==> config.mk <==
export PLATFORM = sky130hd
export DESIGN_NAME = pong_score_ctrl
export DESIGN_NICKNAME = d
export VERILOG_FILES = /design/src/rtl/pong_score_ctrl.sv
export SDC_FILE = /design/constraint.sdc
export NUM_CORES = 1
export LEC_CHECK = 0
export ABC_AREA = 1
export CAP_MARGIN = 30
export CELL_PAD_IN_SITES_DETAIL_PLACEMENT = 1
export CELL_PAD_IN_SITES_GLOBAL_PLACEMENT = 2
export CORE_ASPECT_RATIO = 0.75
export CORE_UTILIZATION = 30
export CTS_CLUSTER_SIZE = 10
export DETAILED_ROUTE_END_ITERATION = 8
export PLACE_DENSITY = 0.82
export SETUP_SLACK_MARGIN = 0.4
export SYNTH_ARGS = -nofsm -noshare
export SYNTH_HDL_FRONTEND = slang
export SYNTH_SLANG_ARGS = --single-unit
==> constraint.sdc <==
create_clock -name clk -period 1.4 [get_ports clk]
set_input_delay 0.28 -clock clk [delete_from_list [all_inputs] [get_ports clk]]
set_output_delay 0.28 -clock clk [all_outputs]
set_load 0.02 [all_outputs]
==> src/rtl/pong_score_ctrl.sv <==
// Pong match controller: owns scores, serve delay and win detection around the rally SM.
// Ports: clk/rst_n; btn_start, point_1, point_2 in; sm_rst, start, gameover,
//        score_1, score_2, winner, state_out out (all registered).
// Latency: input edges are registered twice, so a level rising before edge N acts at edge N+1.
module pong_score_ctrl #(
  parameter int WIN_SCORE    = 7,
  parameter int SERVE_CYCLES = 16
) (
  input  logic       clk,
  input  logic       rst_n,
  input  logic       btn_start,
  input  logic       point_1,
  input  logic       point_2,
  output logic       sm_rst,
  output logic       start,
  output logic       gameover,
  output logic [3:0] score_1,
  output logic [3:0] score_2,
  output logic [1:0] winner,
  output logic [1:0] state_out
);

  localparam logic [1:0] ST_IDLE  = 2'b00;
  localparam logic [1:0] ST_SERVE = 2'b01;
  localparam logic [1:0] ST_PLAY  = 2'b10;
  localparam logic [1:0] ST_OVER  = 2'b11;

  localparam logic [3:0]  WIN        = 4'(WIN_SCORE);
  localparam logic [15:0] SERVE_LAST = 16'(SERVE_CYCLES - 1);

  logic [1:0]  state_q, state_d;
  logic [15:0] cnt_q, cnt_d;
  logic [3:0]  score_1_q, score_1_d;
  logic [3:0]  score_2_q, score_2_d;
  logic [1:0]  winner_q, winner_d;
  logic        gameover_q, gameover_d;
  logic        start_q, start_d;
  logic        sm_rst_q, sm_rst_d;

  // Two-stage capture per input: *_cur_q is the sampled level, *_prev_q the one before it.
  logic btn_cur_q, btn_prev_q;
  logic p1_cur_q, p1_prev_q;
  logic p2_cur_q, p2_prev_q;

  logic btn_ev, p1_ev, p2_ev;
  logic [3:0] score_1_inc, score_2_inc;

  assign btn_ev = btn_cur_q & ~btn_prev_q;
  assign p1_ev  = p1_cur_q & ~p1_prev_q;
  assign p2_ev  = p2_cur_q & ~p2_prev_q;

  assign score_1_inc = score_1_q + 4'd1;
  assign score_2_inc = score_2_q + 4'd1;

  always_comb begin
    state_d    = state_q;
    score_1_d  = score_1_q;
    score_2_d  = score_2_q;
    winner_d   = winner_q;
    gameover_d = gameover_q;
    start_d    = 1'b0;

    case (state_q)
      ST_IDLE: begin
        if (btn_ev) state_d = ST_SERVE;
      end
      ST_SERVE: begin
        if (cnt_q == SERVE_LAST) begin
          state_d = ST_PLAY;
          start_d = 1'b1;
        end
      end
      ST_PLAY: begin
        if (p1_ev && p2_ev) begin
          // Simultaneous points void the rally.
          state_d = ST_SERVE;
        end else if (p1_ev) begin
          score_1_d = score_1_inc;
          if (score_1_inc == WIN) begin
            state_d    = ST_OVER;
            winner_d   = 2'b01;
            gameover_d = 1'b1;
          end else begin
            state_d = ST_SERVE;
          end
        end else if (p2_ev) begin
          score_2_d = score_2_inc;
          if (score_2_inc == WIN) begin
            state_d    = ST_OVER;
            winner_d   = 2'b10;
            gameover_d = 1'b1;
          end else begin
            state_d = ST_SERVE;
          end
        end
      end
      ST_OVER: begin
        if (btn_ev) begin
          state_d    = ST_SERVE;
          score_1_d  = 4'd0;
          score_2_d  = 4'd0;
          winner_d   = 2'b00;
          gameover_d = 1'b0;
        end
      end
      default: state_d = ST_IDLE;
    endcase

    // Counter reads 0 on the first SERVE cycle, so SERVE lasts exactly SERVE_CYCLES.
    if (state_q != ST_SERVE) cnt_d = 16'd0;
    else                     cnt_d = cnt_q + 16'd1;

    // Reset the rally SM throughout IDLE and for one cycle whenever a rally ends
    // (SERVE or OVER entry); leave it running otherwise so it can see gameover/start.
    sm_rst_d = (state_d == ST_IDLE) ||
               ((state_d != state_q) && ((state_d == ST_SERVE) || (state_d == ST_OVER)));
  end

  always_ff @(posedge clk or negedge rst_n) begin
    if (!rst_n) begin
      state_q    <= ST_IDLE;
      cnt_q      <= 16'd0;
      score_1_q  <= 4'd0;
      score_2_q  <= 4'd0;
      winner_q   <= 2'b00;
      gameover_q <= 1'b0;
      start_q    <= 1'b0;
      sm_rst_q   <= 1'b1;
      btn_cur_q  <= 1'b0;
      btn_prev_q <= 1'b0;
      p1_cur_q   <= 1'b0;
      p1_prev_q  <= 1'b0;
      p2_cur_q   <= 1'b0;
      p2_prev_q  <= 1'b0;
    end else begin
      state_q    <= state_d;
      cnt_q      <= cnt_d;
      score_1_q  <= score_1_d;
      score_2_q  <= score_2_d;
      winner_q   <= winner_d;
      gameover_q <= gameover_d;
      start_q    <= start_d;
      sm_rst_q   <= sm_rst_d;
      btn_cur_q  <= btn_start;
      btn_prev_q <= btn_cur_q;
      p1_cur_q   <= point_1;
      p1_prev_q  <= p1_cur_q;
      p2_cur_q   <= point_2;
      p2_prev_q  <= p2_cur_q;
    end
  end

  assign sm_rst    = sm_rst_q;
  assign start     = start_q;
  assign gameover  = gameover_q;
  assign score_1   = score_1_q;
  assign score_2   = score_2_q;
  assign winner    = winner_q;
  assign state_out = state_q;

endmodule

# After elaboration in Yosys (flattened, before gate mapping)
# Cells that the tools add are included.
# totals
regBits,37
out_inout_bits,15
elab_cells,85
# op_classes
n_addsub,3
n_eq_ne,18
mux,33
n_bitwise,6
reduce_logical,11
# ops
cell,count
$mux 2,13
$mux 4,6
$add 16x1->16 const B,1
$eq 16x4->1 const B,1
$mux 16,1
$pmux 4 s2,2
$ne 2x2->1 const B,5
$ne 3x3->1 const B,3
$add 4x1->4 const B,2
$eq 4x3->1 const B,2
$mux 1,8
$eq 2x2->1 const B,3
$pmux 2 s3,1
$reduce_and 6->1,1
$reduce_and 5->1,1
$eq 2x1->1 const B,2
$logic_not 2->1,2
$pmux 2 s2,1
$reduce_and 4->1,1
$and 1x1->1,3
$not 1->1,3
$logic_and 1x1->1,2
$logic_or 1x1->1,2
$ne 2x1->1 const B,1
other kinds (4),4

# Logic depth before layout (Yosys ltp)
# depth
ltp_word,11
mapped_depth,12

# Worst setup path before layout
# OpenSTA, ideal clock, no wires.
# synth_timing
kind,flip-flop to flip-flop
startpoint,"reg state_q[1], in the netlist state_out[1]"
endpoint,"reg gameover_q, in the netlist gameover"
setup_time_ps,117
t_arrival_ps,1484
t_required_ps,1283
slack_ps,-201
path_stages_with_launch,9
n_path_buf,0
cell_sequence,dfrtp_1 ha_1 inv_2 o21ai_1 o211ai_1 o21ai_2 nand2_1 nand2_1 nand2_1
# synth_between
elab_chain_cells,3
word_cells_on_any_way,10
cone_classes,eq/ne: 7; mux: 1; reduce/logical: 2
# synth_lines
item,line_no,source
start: declaration,31,"logic [1:0] state_q, state_d;"
start signal: assignment,136,state_q <= state_d;
$eq 2x2->1,63,case (state_q)
$ne 3x3->1 (no source line) (tied with other cells),-,
$reduce_and 6->1 (no source line),-,
end signal: assignment,141,gameover_q <= gameover_d;
end: declaration,36,"logic gameover_q, gameover_d;"
# Several ways; a longest one is shown, not always the timed one.
# A chain may end at the register's enable or synchronous reset.

# Worst setup path in the final report
# layout_timing
startpoint,"reg state_q[0], in the netlist state_out[0]"
endpoint,"reg winner_q[0], in the netlist winner[0]"
# layout_between
elab_chain_cells,3
word_cells_on_any_way,10
cone_classes,eq/ne: 7; mux: 1; reduce/logical: 2
# layout_lines
item,line_no,source
$eq 2x2->1,63,
$ne 3x3->1 (no source line) (tied with other cells),-,
$reduce_and 6->1 (no source line),-,
end signal: assignment,140,winner_q <= winner_d;
end: declaration,35,"logic [1:0] winner_q, winner_d;"
# Several ways; a longest one is shown, not always the timed one.

==> results.md <==
* Finished Layout Cells at 420
* Setup_tns at -1.99 ns
* Syn_area_per_cell at 8.01 um^2
* Ports at 20
* Inst Count DP at 388
* Layout area overhead at 73.9%
* Synth Net Count at 258
* Synthesized cell area at 0.00196 mm^2
* Clock share of power at 0.162
* DRT iter0 DRCs at 22
* # nets final at approximately 350
* Worst Path Buf+Inv at 2
* Tot GR Track Use at 0.177
* Library cells used by synthesis at 30
* Vias in the first global route at 1911
* Die area at 0.00687 mm^2
* Startpoint type of the worst setup path: register
* Status: finished, violations left
* Crit path launch: state_out[0]
* CTS Buf Count at 5
* Comb power frac at 0.590
* Drt drc at 0
* Slowest CP cell: dfrtp_2
* Fin crit period at 1.58 ns
* Routability congestion estimate at 0.783
* WL/cell at 15.8 um
* GRT Residual Overflow at 0
* Sequential Power Share at 0.248
* P_sw at 2.52 mW
* Req. time, crit path at 1.59 ns
* Final WS setup at -0.179 ns
* Endpoints failing setup at 22
* Largest cells by area after synthesis: dfrtp_1 (46%), nand2_1 (11%), inv_1 (6.5%), nor2_1 (6.3%), ha_1 (5.1%)
* CTS H-tree lvls at 2
* Peak supply drop at 0.00108 V
* Commonest cells after routing, fill and taps aside: buf_4 (47), nand2_1 (36), buf_6 (32)
* Synth warnings at 0
* Max stage delay on crit path at 0.45 ns
* CORE AREA at 0.00632 mm^2
* CTS tree: done
* CP Depth at 10
* Clk pin slew, worst setup/hold paths at 0.09 ns
* Leakage at 1.50 nW
* Clock latency on the worst-skew pair at 0.30 ns
* RSZ-0062 raised after global routing: yes
* Type of the worst setup path: register to register
* Largest area contributor in the netlist: dfrtp_1
* Max clock buf depth at 2
* Ys flop type: dfrtp_1
* Max-slew headroom at 0.729
* Worst hold slack at a little over 0.4 ns
* Net Sw Frac at 0.407
* Row Count at 25
* Final ANT Viol Nets at 0
* Largest net degree at the start of global routing at 16
* Crit. End Element: register
* Period utilisation layout at 1.13
* IO Port Bufs at 19
* Asr flop ratio synth at 1.00
* Seq/Total Area, Yosys at 0.472
* FF-to-FF Start: state_out[0]
* CP Data Arrival Time at ~1.8 ns
* Post-Route WL at 6.66 mm
* First-pass GRT wire length at 9.29 mm
* FF-to-FF setup slack at -0.18 ns
* First drt pass iteration count at 4
* FF-to-FF path depth at 10
* Layout cells sized above 1 at 0.569
* Failing checks: negative setup slack
* Hold Vio Cnt, Final at 0
* DIE WIDTH at 95.4 um
* Storage element area at 937 um^2
* Initial Utilization at 0.311
* # Max-Cap Violations at 0
* Crit path capture: winner[0]
* Number of synthesized flops with an enable pin at 0
* Commonest non-fill, non-tap cell in the layout: buf_4
* FF-to-FF End: winner[0]
* Hold Path Class: input port to asynchronous set/reset pin
* CP cell instances: inv_2, ha_4, nand2_4, o21ai_4, o211ai_1, buf_4, o21ai_4, nand2_2, nand2_1, nand2_1
* Setup WS pre-CTS at -0.153 ns
* Multi-input logic area at 0.00126 mm^2
* Die height at 72.1 um
* Count of pins over their slew limit at 0
* Via count at 1960
* Top delay family on crit path: flip-flops
* Layout fillers at 712
* Clk sinks at 37
* DR vias/cell at 4.67
* Pwr per Cell Area at 1810 mW/mm^2
* Crit-path max FO at 4
* Synth top area share at 0.459
* Antenna violations before repair at 0
* HPWL after DPL at 4.10 mm
* Root Buffer: clkbuf_8
* Synthesized flop and latch total at 37
* Int Power at 3.67 mW
* Mapped Cells at 245
* N_diodes at 0
* Fmax at ~630 MHz
* Slew @ Worst Pin at just over 0.4 ns
* Layout Skew at 0.0129 ns
==> Yosys cell counts, types with 4 or more instances <==
cell type and instances:
o21ai_1 5, nor2_2 4, dfrtp_1 36, inv_2 4, ha_1 8, nor3_1 5
nand3_1 15, inv_1 34, nor2_1 33, o22ai_1 5, nand2_1 58, a21oi_1 10
==> cell type report <==
| class | instances | share of cell area |
|---|---|---|
| clock buffer | 6 | 0.0242 |
| clock inverter | 2 | 0.0110 |
| inverter | 40 | 0.0517 |
| multi-input combinational | 167 | 0.369 |
| sequential | 37 | 0.274 |
| tap | 81 | 0.0297 |
| timing repair buffer | 87 | 0.240 |
==> state kept, by name, summed over array words and instances, names as in the netlist, 2 cells and up <==
name	count
score_1	4
state_out	2
score_2	4
cnt_q	16
winner	2
==> worst min path at each step <==
stage                        start   endpoint  slack [ns]  depth (start not counted)
final                        rst_n   cnt_q[0]        0.41                          2
after detailed placement     rst_n  cnt_q[14]        0.20                          1
after CTS                 p2_cur_q  p2_prev_q        0.41                          0
after global routing       point_1   p1_cur_q        0.42                          1
after floorplan              rst_n  btn_cur_q       -0.02                          0
after global placement       rst_n  cnt_q[14]        0.20                          1
==> cell families (layout without fill, tap and decap cells) <==
kind of cell    after synthesis  in the layout  share of synthesized area
fa+ha+maj                     8              8                     0.0510
flops                        37             37                      0.472
buf+inv                      41            135                     0.0860
simple gates                128            128                      0.296
compound gates               28             28                     0.0809
xor+xnor                      3              3                     0.0134
==> power by group through the flow <==
| stage | sequential (mW) | clock, mW | combinational (mW) |
|---|---|---|---|
| 2_1_floorplan | 1.68 | 0 | 1.10 |
| 3_3_place_gp | 1.49 | 0 | 2.26 |
| 3_5_place_dp | 1.49 | 0 | 2.33 |
| 4_1_cts | 1.50 | 1.02 | 2.68 |
| 5_1_grt | 1.56 | 1.07 | 3.89 |
| 6_report | 1.53 | 1.00 | 3.64 |
==> what timing repair did <==
| item | in CTS | in global routing |
|---|---|---|
| setup buffers | 10 | 13 |
| setup endpoints to repair | 46 | 46 |
| cloned | 0 | 0 |
| pin swaps | 25 | 23 |
| hold endpoints to repair | 10 | 0 |
| hold buffers | 1 | 0 |
| gates resized for setup | 121 | 70 |
==> layer usage <==
metal / wire length, um / GRT usage / vias up
met1: 3260 / 0.266 / 966
li1: - / - / 962
met3: 150 / 0.0356 / 8
met5: 0 / 0 / -
met2: 3200 / 0.260 / 24
met4: 48 / 0.0431 / 0
==> per-stage QoR <==
stage	power, mW	area [um^2]	util
3_5_place_dp	3.82	2700	0.428
2_1_floorplan	2.78	2070	-
4_1_cts	5.19	3070	0.486
3_3_place_gp	3.75	2700	0.428
5_1_grt	6.51	3410	0.540
6_report	6.18	3410	0.540
Power figures use the tool's default switching activity.
